<file path="src/rtl/alu_rr_seq_pkg.sv">
// Shared types and sizes for the two-port round-robin ALU sequencer.
package alu_rr_seq_pkg;

    localparam int NREQ   = 2;
    localparam int DATA_W = 32;
    localparam int OP_W   = 7;
    localparam int FN_W   = 4;
    localparam int CNT_W  = 3;

    typedef enum logic [1:0] {
        IDLE = 2'd0,
        EXEC = 2'd1,
        RESP = 2'd2
    } state_t;

endpackage

</file>
<file path="src/rtl/alu_rr_sequencer_if.sv">
// Request/response handshakes plus the shared-ALU drive/return signals of the sequencer.
interface alu_rr_sequencer_if;
    import alu_rr_seq_pkg::*;

    logic [NREQ-1:0]   req_valid;
    logic [NREQ-1:0]   req_ready;
    logic [OP_W-1:0]   req0_opcode;
    logic [OP_W-1:0]   req1_opcode;
    logic [FN_W-1:0]   req0_funccode;
    logic [FN_W-1:0]   req1_funccode;
    logic [DATA_W-1:0] req0_a;
    logic [DATA_W-1:0] req1_a;
    logic [DATA_W-1:0] req0_b;
    logic [DATA_W-1:0] req1_b;

    logic [NREQ-1:0]   resp_valid;
    logic [NREQ-1:0]   resp_ready;
    logic [DATA_W-1:0] resp_result;
    logic              resp_branch;

    logic [OP_W-1:0]   alu_opcode;
    logic [FN_W-1:0]   alu_funccode;
    logic [DATA_W-1:0] alu_a;
    logic [DATA_W-1:0] alu_b;
    logic [DATA_W-1:0] alu_out;
    logic              alu_branch;

    modport slave (
        input  req_valid, req0_opcode, req1_opcode, req0_funccode, req1_funccode,
               req0_a, req1_a, req0_b, req1_b, resp_ready, alu_out, alu_branch,
        output req_ready, resp_valid, resp_result, resp_branch,
               alu_opcode, alu_funccode, alu_a, alu_b
    );

    modport master (
        output req_valid, req0_opcode, req1_opcode, req0_funccode, req1_funccode,
               req0_a, req1_a, req0_b, req1_b, resp_ready, alu_out, alu_branch,
        input  req_ready, resp_valid, resp_result, resp_branch,
               alu_opcode, alu_funccode, alu_a, alu_b
    );

endinterface

</file>
<file path="src/rtl/alu_rr_sequencer_rr_pick2.sv">
// Combinational 2-way round-robin picker: one-hot grant, ptr breaks ties.
module rr_pick2 (
    input  logic [1:0] valid,
    input  logic       ptr,
    output logic [1:0] grant
);

    always_comb begin
        grant = valid;
        if (valid == 2'b11) grant = ptr ? 2'b10 : 2'b01;
    end

endmodule

</file>
<file path="src/rtl/alu_rr_sequencer.sv">
// Shares one ALUControl/DSPalu pair between two requesters, one operation at a time.
// Optional per-requester completion counters when ALU_RR_SEQ_STATS_EN is defined.
module alu_rr_sequencer
    import alu_rr_seq_pkg::*;
#(
    parameter int unsigned LAT = 0
) (
    input  logic clk,
    input  logic rst,
    alu_rr_sequencer_if.slave bus
`ifdef ALU_RR_SEQ_STATS_EN
    ,
    output logic [31:0] stat_ops0,
    output logic [31:0] stat_ops1
`endif
);

    state_t            state, state_nxt;
    logic [CNT_W-1:0]  cnt;
    logic              ptr;
    logic              gnt;
    logic [NREQ-1:0]   pick;
    logic [NREQ-1:0]   ready;
    logic [NREQ-1:0]   resp_vld;
    logic              accept;
    logic              capture;
    logic              done;

    logic [OP_W-1:0]   alu_opcode_p0;
    logic [FN_W-1:0]   alu_funccode_p0;
    logic [DATA_W-1:0] alu_a_p0;
    logic [DATA_W-1:0] alu_b_p0;
    logic [DATA_W-1:0] result_p1;
    logic              branch_p1;

    rr_pick2 u_pick (
        .valid (bus.req_valid),
        .ptr   (ptr),
        .grant (pick)
    );

    assign accept  = |(bus.req_valid & ready);
    assign capture = (state == EXEC) && (cnt == '0);
    assign done    = (state == RESP) && bus.resp_ready[gnt];

    always_ff @(posedge clk) begin
        if (rst) state <= IDLE;
        else     state <= state_nxt;
    end

    always_comb begin
        state_nxt = state;
        case (state)
            IDLE:    if (accept)      state_nxt = EXEC;
            EXEC:    if (cnt == '0)   state_nxt = RESP;
            RESP:    if (done)        state_nxt = IDLE;
            default:                  state_nxt = IDLE;
        endcase
    end

    // Ready is masked during reset so it reads 0 even with requests pending.
    always_comb begin
        ready    = '0;
        resp_vld = '0;
        if (state == IDLE && !rst) ready = pick;
        if (state == RESP)         resp_vld[gnt] = 1'b1;
    end

    // Issue stage: operands latched on accept and held until the next accept.
    always_ff @(posedge clk) begin
        if (rst) begin
            cnt             <= '0;
            gnt             <= 1'b0;
            alu_opcode_p0   <= '0;
            alu_funccode_p0 <= '0;
            alu_a_p0        <= '0;
            alu_b_p0        <= '0;
        end else if (accept) begin
            gnt             <= pick[1];
            cnt             <= CNT_W'(LAT);
            alu_opcode_p0   <= pick[1] ? bus.req1_opcode   : bus.req0_opcode;
            alu_funccode_p0 <= pick[1] ? bus.req1_funccode : bus.req0_funccode;
            alu_a_p0        <= pick[1] ? bus.req1_a        : bus.req0_a;
            alu_b_p0        <= pick[1] ? bus.req1_b        : bus.req0_b;
        end else if (state == EXEC && cnt != '0) begin
            cnt <= cnt - CNT_W'(1);
        end
    end

    // Capture stage: result sampled once the settle count expires.
    always_ff @(posedge clk) begin
        if (rst) begin
            result_p1 <= '0;
            branch_p1 <= 1'b0;
            ptr       <= 1'b0;
        end else begin
            if (capture) begin
                result_p1 <= bus.alu_out;
                branch_p1 <= bus.alu_branch;
            end
            if (done) ptr <= ~gnt;
        end
    end

`ifdef ALU_RR_SEQ_STATS_EN
    always_ff @(posedge clk) begin
        if (rst) begin
            stat_ops0 <= '0;
            stat_ops1 <= '0;
        end else if (done) begin
            if (gnt) stat_ops1 <= stat_ops1 + 32'd1;
            else     stat_ops0 <= stat_ops0 + 32'd1;
        end
    end
`endif

    assign bus.req_ready    = ready;
    assign bus.resp_valid   = resp_vld;
    assign bus.resp_result  = result_p1;
    assign bus.resp_branch  = branch_p1;
    assign bus.alu_opcode   = alu_opcode_p0;
    assign bus.alu_funccode = alu_funccode_p0;
    assign bus.alu_a        = alu_a_p0;
    assign bus.alu_b        = alu_b_p0;

endmodule

</file>
<file path="src/flat_wrapper.sv">
// flat-port wrapper written by rule: the top's interface ports become plain ports
module alu_rr_sequencer_flat import alu_rr_seq_pkg::*;
#(
    parameter int unsigned LAT = 0
)
  (clk, rst, bus_req_valid, bus_req0_opcode, bus_req1_opcode, bus_req0_funccode, bus_req1_funccode, bus_req0_a, bus_req1_a, bus_req0_b, bus_req1_b, bus_resp_ready, bus_alu_out, bus_alu_branch, bus_req_ready, bus_resp_valid, bus_resp_result, bus_resp_branch, bus_alu_opcode, bus_alu_funccode, bus_alu_a, bus_alu_b);
  alu_rr_sequencer_if bus_i ();
  input  logic clk;
  input  logic rst;
  input wire logic [$bits(bus_i.req_valid)-1:0] bus_req_valid;
  input wire logic [$bits(bus_i.req0_opcode)-1:0] bus_req0_opcode;
  input wire logic [$bits(bus_i.req1_opcode)-1:0] bus_req1_opcode;
  input wire logic [$bits(bus_i.req0_funccode)-1:0] bus_req0_funccode;
  input wire logic [$bits(bus_i.req1_funccode)-1:0] bus_req1_funccode;
  input wire logic [$bits(bus_i.req0_a)-1:0] bus_req0_a;
  input wire logic [$bits(bus_i.req1_a)-1:0] bus_req1_a;
  input wire logic [$bits(bus_i.req0_b)-1:0] bus_req0_b;
  input wire logic [$bits(bus_i.req1_b)-1:0] bus_req1_b;
  input wire logic [$bits(bus_i.resp_ready)-1:0] bus_resp_ready;
  input wire logic [$bits(bus_i.alu_out)-1:0] bus_alu_out;
  input wire logic [$bits(bus_i.alu_branch)-1:0] bus_alu_branch;
  output wire logic [$bits(bus_i.req_ready)-1:0] bus_req_ready;
  output wire logic [$bits(bus_i.resp_valid)-1:0] bus_resp_valid;
  output wire logic [$bits(bus_i.resp_result)-1:0] bus_resp_result;
  output wire logic [$bits(bus_i.resp_branch)-1:0] bus_resp_branch;
  output wire logic [$bits(bus_i.alu_opcode)-1:0] bus_alu_opcode;
  output wire logic [$bits(bus_i.alu_funccode)-1:0] bus_alu_funccode;
  output wire logic [$bits(bus_i.alu_a)-1:0] bus_alu_a;
  output wire logic [$bits(bus_i.alu_b)-1:0] bus_alu_b;
  assign bus_i.req_valid = bus_req_valid;
  assign bus_i.req0_opcode = bus_req0_opcode;
  assign bus_i.req1_opcode = bus_req1_opcode;
  assign bus_i.req0_funccode = bus_req0_funccode;
  assign bus_i.req1_funccode = bus_req1_funccode;
  assign bus_i.req0_a = bus_req0_a;
  assign bus_i.req1_a = bus_req1_a;
  assign bus_i.req0_b = bus_req0_b;
  assign bus_i.req1_b = bus_req1_b;
  assign bus_i.resp_ready = bus_resp_ready;
  assign bus_i.alu_out = bus_alu_out;
  assign bus_i.alu_branch = bus_alu_branch;
  assign bus_req_ready = bus_i.req_ready;
  assign bus_resp_valid = bus_i.resp_valid;
  assign bus_resp_result = bus_i.resp_result;
  assign bus_resp_branch = bus_i.resp_branch;
  assign bus_alu_opcode = bus_i.alu_opcode;
  assign bus_alu_funccode = bus_i.alu_funccode;
  assign bus_alu_a = bus_i.alu_a;
  assign bus_alu_b = bus_i.alu_b;
  alu_rr_sequencer #(.LAT(LAT)) u_core (.clk(clk), .rst(rst), .bus(bus_i));
endmodule
</file>
<file path="config.mk">
export PLATFORM = sky130hd
export DESIGN_NAME = alu_rr_sequencer_flat
export DESIGN_NICKNAME = d
export VERILOG_FILES = /design/src/rtl/alu_rr_seq_pkg.sv /design/src/rtl/alu_rr_sequencer_if.sv /design/src/rtl/alu_rr_sequencer_rr_pick2.sv /design/src/rtl/alu_rr_sequencer.sv /design/src/flat_wrapper.sv
export SDC_FILE = /design/constraint.sdc
export NUM_CORES = 1
export LEC_CHECK = 0
export CAP_MARGIN = 20
export CORE_ASPECT_RATIO = 0.9
export CORE_MARGIN = 4
export CORE_UTILIZATION = 39
export CTS_BUF_LIST = sky130_fd_sc_hd__clkbuf_16
export DETAILED_ROUTE_END_ITERATION = 16
export PLACE_DENSITY = 0.9
export SLEW_MARGIN = 25
export SYNTH_ARGS = -nofsm -noshare
export SYNTH_HDL_FRONTEND = slang
export SYNTH_SLANG_ARGS = --single-unit
</file>
<file path="constraint.sdc">
create_clock -name clk -period 2.2 [get_ports clk]
set_clock_uncertainty 0.1 [all_clocks]
set_input_delay 0.44 -clock clk [delete_from_list [all_inputs] [get_ports clk]]
set_output_delay 0.44 -clock clk [all_outputs]
set_load 0.05 [all_outputs]
</file>
# Word level (Yosys, flattened, before mapping)
# Cells that the tools add are included.
# word_totals
regBits	115
latch_bits	0
ram_bits	0
mem_bits_ro	0
input_bits	189
output_inout_bits	112
word_cells	49
memories	0
# op_classes
addsub	1
mul	0
n_div	0
n_lt_le_gt_ge	2
eq_ne	6
shifts	0
mux	16
bitwise_logic	2
reduce_logical	12
# ops
cell	n
32-bit two-way mux	2
2-bit two-way mux	7
7-bit two-way mux	1
2-bit case mux with 3 select lines	1
1-bit logical AND	5
2-bit == test (second input constant)	2
4-bit two-way mux	1
2-bit by 1-bit != test with 1-bit output (second input constant)	2
3-bit logical NOT	1
1-bit two-way mux	3
3-bit AND reduction	1
3-bit nonzero test	1
3-bit OR reduction	1
3-bit by 1-bit subtractor with 3-bit output (second input constant)	1
2-bit bitwise AND	1
2-bit by 1-bit == test with 1-bit output (second input constant)	1
2-bit logical NOT	1
1-bit by 2-bit < comparator with 1-bit output (second input constant)	1
2-bit != test (second input constant)	1
2-bit OR reduction	1
1-bit demux with 1-bit select	1
1-bit >= comparator (second input constant)	1
1-bit logical NOT	1
1-bit inverter	1

# Longest topological paths before layout
# logic_depth
word_depth	7
mapped_depth	7
mapped_depth_nobuf	5

# By module
# Synthesis repeated with hierarchy kept, for this count alone.
# unflattened
cells_unflattened	536
area_unflattened_um2	5069.9
# modules_own_cells
mod	instances	cells_per_inst	area_each_um2	seq_area_each_um2
alu_rr_sequencer	1	533	5051.1	2302.2
rr_pick2	1	3	18.8	0.0

# Least setup slack after synthesis
# OpenSTA, ideal clock, no wires.
# synth_path
path_type	input port to output port
from	in rst
to	out bus_req_ready[1]
arrival_ps	1981
t_required_ps	1660
path_slack_ps	-321
path_stages	5
n_path_buf	3
cell_sequence	clkbuf_1 > or4b_1 > clkbuf_1 > buf_2 > nor2_1
# synth_via
elab_chain_cells	3
# synth_lines
element	line_no	rtl
start, declared	flat_wrapper.sv:9	input logic rst;
1-bit logical NOT	alu_rr_sequencer.sv:65	if (state == IDLE && !rst) ready = pick;
1-bit logical AND	alu_rr_sequencer.sv:65	
2-bit two-way mux	alu_rr_sequencer.sv:65	
end, declared	flat_wrapper.sv:22	output wire logic [$bits(bus_i.req_ready)-1:0] bus_req_ready;
# Every way passes these cells.

# Worst setup path after layout
# layout_path
from	reg u_core.state[0]
to	out bus_req_ready[1]
# layout_via
elab_chain_cells	3
# layout_lines
element	line_no	rtl
start, declared	alu_rr_sequencer.sv:18	state_t state, state_nxt;
start signal, assigned	alu_rr_sequencer.sv:48	else state <= state_nxt;
2-bit logical NOT	alu_rr_sequencer.sv:65	
1-bit logical AND	alu_rr_sequencer.sv:65	
2-bit two-way mux	alu_rr_sequencer.sv:65	
# Every way passes these cells.

==> qor.txt <==
Ant diodes - 0
Setup ws final - 0.04599 ns
Residual DRC - 0
Hold crit path type - reg -> reg
Synthesis Warnings - 0
Total wire length - 20.17 mm
Synth-to-Final Area Change - 69.26%
Final Max Slew Viols - 0
CTS root buffer - clkbuf_16
Synth top area share - 41.44%
Layout cell share with drive strength beyond 1 - 11.25%
Number of flops mapped to enable cells by yosys - 0
PD cells - 817.1 mW/mm2
Pre-CTS setup slack - -0.05299 ns
CP Max Fanout - 4
Wire per inst - 18.34 um
# IOs - 301
Mapped Nets - 827
Worst-margin pin slew - 0.6112 ns
Tmin final - 2.154 ns
CTS Sinks - 115
Peak VDD IR - 616.8 uV
Hold Path Origin - u_core.bus.resp_result[29]$_SDFFE_PP0P_
DRT iter0 DRCs - 371
Commonest non-fill, non-tap cell in the layout - clkdlybuf4s50_1
Dominant synthesized flop cell - dfxtp_1
Final Hold Viols - 0
Via count - 6,047
Die area - 0.01622 mm2
First-pass GRT wire length - 30.97 mm
Synth area leader - dfxtp_1
Hold_buf cts - 0
Most frequent cells in the layout - 291 x clkdlybuf4s50_1, 114 x a21oi_1, 113 x dfxtp_1, 75 x nand4b_1, 75 x nor4b_1
Post-Syn Instances - 636
Slowest stage cell, crit path - or4b_4
Worst-path clk slew - 0.06 ns
TNS Setup - 0 ns
Vias in the first global route - 5,880
Worst endpoint required time - 1.66 ns
Max Root-Sink Buffers - 2
Placed Area - 0.008767 mm2
# setup viols final - 0
Number of distinct library cells after synthesis - 31
DP Wirelength - 13.52 mm
Total gr overflow - 0
Initial core utilization - 39.67%
R2R Setup Slk - 0.33 ns
Remaining antenna violation count - 0
Element type at the critical path start - flip-flop
Worst Hold Path EP - u_core.bus.resp_result[29]$_SDFFE_PP0P_
Clock Latency Late Sink - 0.41 ns
Worst Reg-to-Reg Cells - 5
Nets@finish - 1,085
Yosys reg bits - 115
Synthesized cell area - 0.005555 mm2
Initial antenna violation count - 0
FP Rows - 41
Crit Reg-Reg Endpoint - u_core.bus.alu_opcode[4]$_SDFFE_PP0P_
Die Width - 133.8 um
CTS tree - yes
RePlAce Congestion - 0.8044
Worst-path cell chain - or4b_4 > nor2_4 > buf_12
Register area share after synthesis - 41.44%
Inserted Clock Buffers - 17
Synthesized area per cell - 8.735 um2
Hold depth - 2
Worst endpoint data arrival time - 1.61 ns
Reg2reg start - u_core.state[0]$_SDFFE_PP0P_
Via density - 5.497
Synth area leaders - dfxtp_1 41%, nand4b_1 12%, nor4b_1 12%, a21oi_1 10%, nor3_2 5.4%
Max-Slew Margin vs Limit - 59.26%
Design Power - 7683 uW
Period utilization - 97.91%
Largest stage delay, worst path - 0.57 ns
Critical Path End Type - output pin
Total track usage - 23.91%
RSZ-0062 raised after global routing - false
First drt pass iteration count - 5
IO Port Bufs - 300
Fin area - 0.009403 mm2
Ys async rst share - 0%
Die span in y - 121.2 um
Fmax achieved - 0.4643 GHz
Core box area - 0.01400 mm2
Standby leakage power - 0.003231 uW
Outcome - finished clean
Max-cap viol count - 0
Largest net degree at the start of global routing - 115
Crit Path Class - reg -> out
CTS HTree Levels - 4
-- cell families (layout without fill, tap and decap cells) --
| family | count (synthesis) | in the layout | synth area share [%] |
|---|---|---|---|
| buffers and inverters | 85 | 356 | 6.802 |
| and+or+nand+nor | 312 | 312 | 39.80 |
| DFF | 115 | 115 | 41.44 |
| adders and majority gates | 2 | 2 | 0.4504 |
| muxes | 1 | 1 | 0.1802 |
| AOI/OAI and AO/OA | 121 | 121 | 11.33 |
-- cells in the mapped netlist, drive strengths merged (2+ instances only) --
cell and instances:
nor2 6, a21o 2, dfxtp 115, nand2 67
clkbuf 56, nand3 3, buf 26, ha 2
a21oi 114, a311oi 2, nor3 75, inv 3
nand4b 75, nor2b 3, nor4b 75
-- worst max path at each step --
stage,depth (start not counted),start,slack (ns),to
after floorplan,5,rst,0.06,bus_req_ready[1]
after global placement,4,bus_req_valid[1],-0.04,bus_req_ready[1]
after detailed placement,4,bus_req_valid[1],-0.05,bus_req_ready[1]
after CTS,3,u_core.state[0]$_SDFFE_PP0P_,0.007,bus_req_ready[1]
after global routing,1,u_core.bus.alu_b[21]$_SDFFE_PP0P_,0.007,bus_alu_b[21]
final,3,u_core.state[0]$_SDFFE_PP0P_,0.05,bus_req_ready[1]
-- stage by stage --
step                      std cells  hold WS, ns  util (%)
after global routing           1100       0.3740     67.14
after detailed placement       1065       0.3459     62.60
after floorplan                 636       0.3665         -
after CTS                      1098       0.3537     67.02
final                          1100       0.3526     67.14
after global placement         1065       0.3406     62.60
-- flip-flops by register name (all words and copies together) (netlist names) --
register and flops:
u_core.bus.alu_a 32, u_core.bus.alu_b 32, u_core.bus.alu_funccode 4, u_core.bus.alu_opcode 7
u_core.bus.resp_branch 1, u_core.bus.resp_result 32, u_core.cnt 3, u_core.gnt 1
u_core.ptr 1, u_core.state 2
-- report_power, final --
group	leakage, uW	internal, uW	switching (uW)
clock	0.000290	1790	1050
combinational	0.00199	986	1430
sequential	0.000953	2310	126
total	0.00323	5080	2600
-- layer usage --
layer	up-vias	wire length, um	track usage [%]
li1	2880	-	-
met1	2851	7846	27.78
met5	-	0	0
met4	0	567	9.190
met2	274	9891	39.87
met3	42	1865	9.245
-- critical path, delay by kind of cell (launching register included) --
kind | cells | cell delay, ns
AND/OR/NAND/NOR | 2 | 0.70
flip-flops | 1 | 0.35
buffers and inverters | 1 | 0.14
-- layout make-up --
cell class,count,area [um2]
clock buffer,17,425.4
clock inverter,15,183.9
fill,1118,4602
inverter,3,11.26
multi-input combinational,436,2922
sequential,115,2307
tap,193,241.5
timing repair buffer,321,3312
-- repair_timing --
action,4_1_cts,5_1_grt
resized for setup,3,1
endpoints found under the setup margin,1,1
pin swaps,2,2
setup buffers,1,2
(Power assumes the default switching activity.)
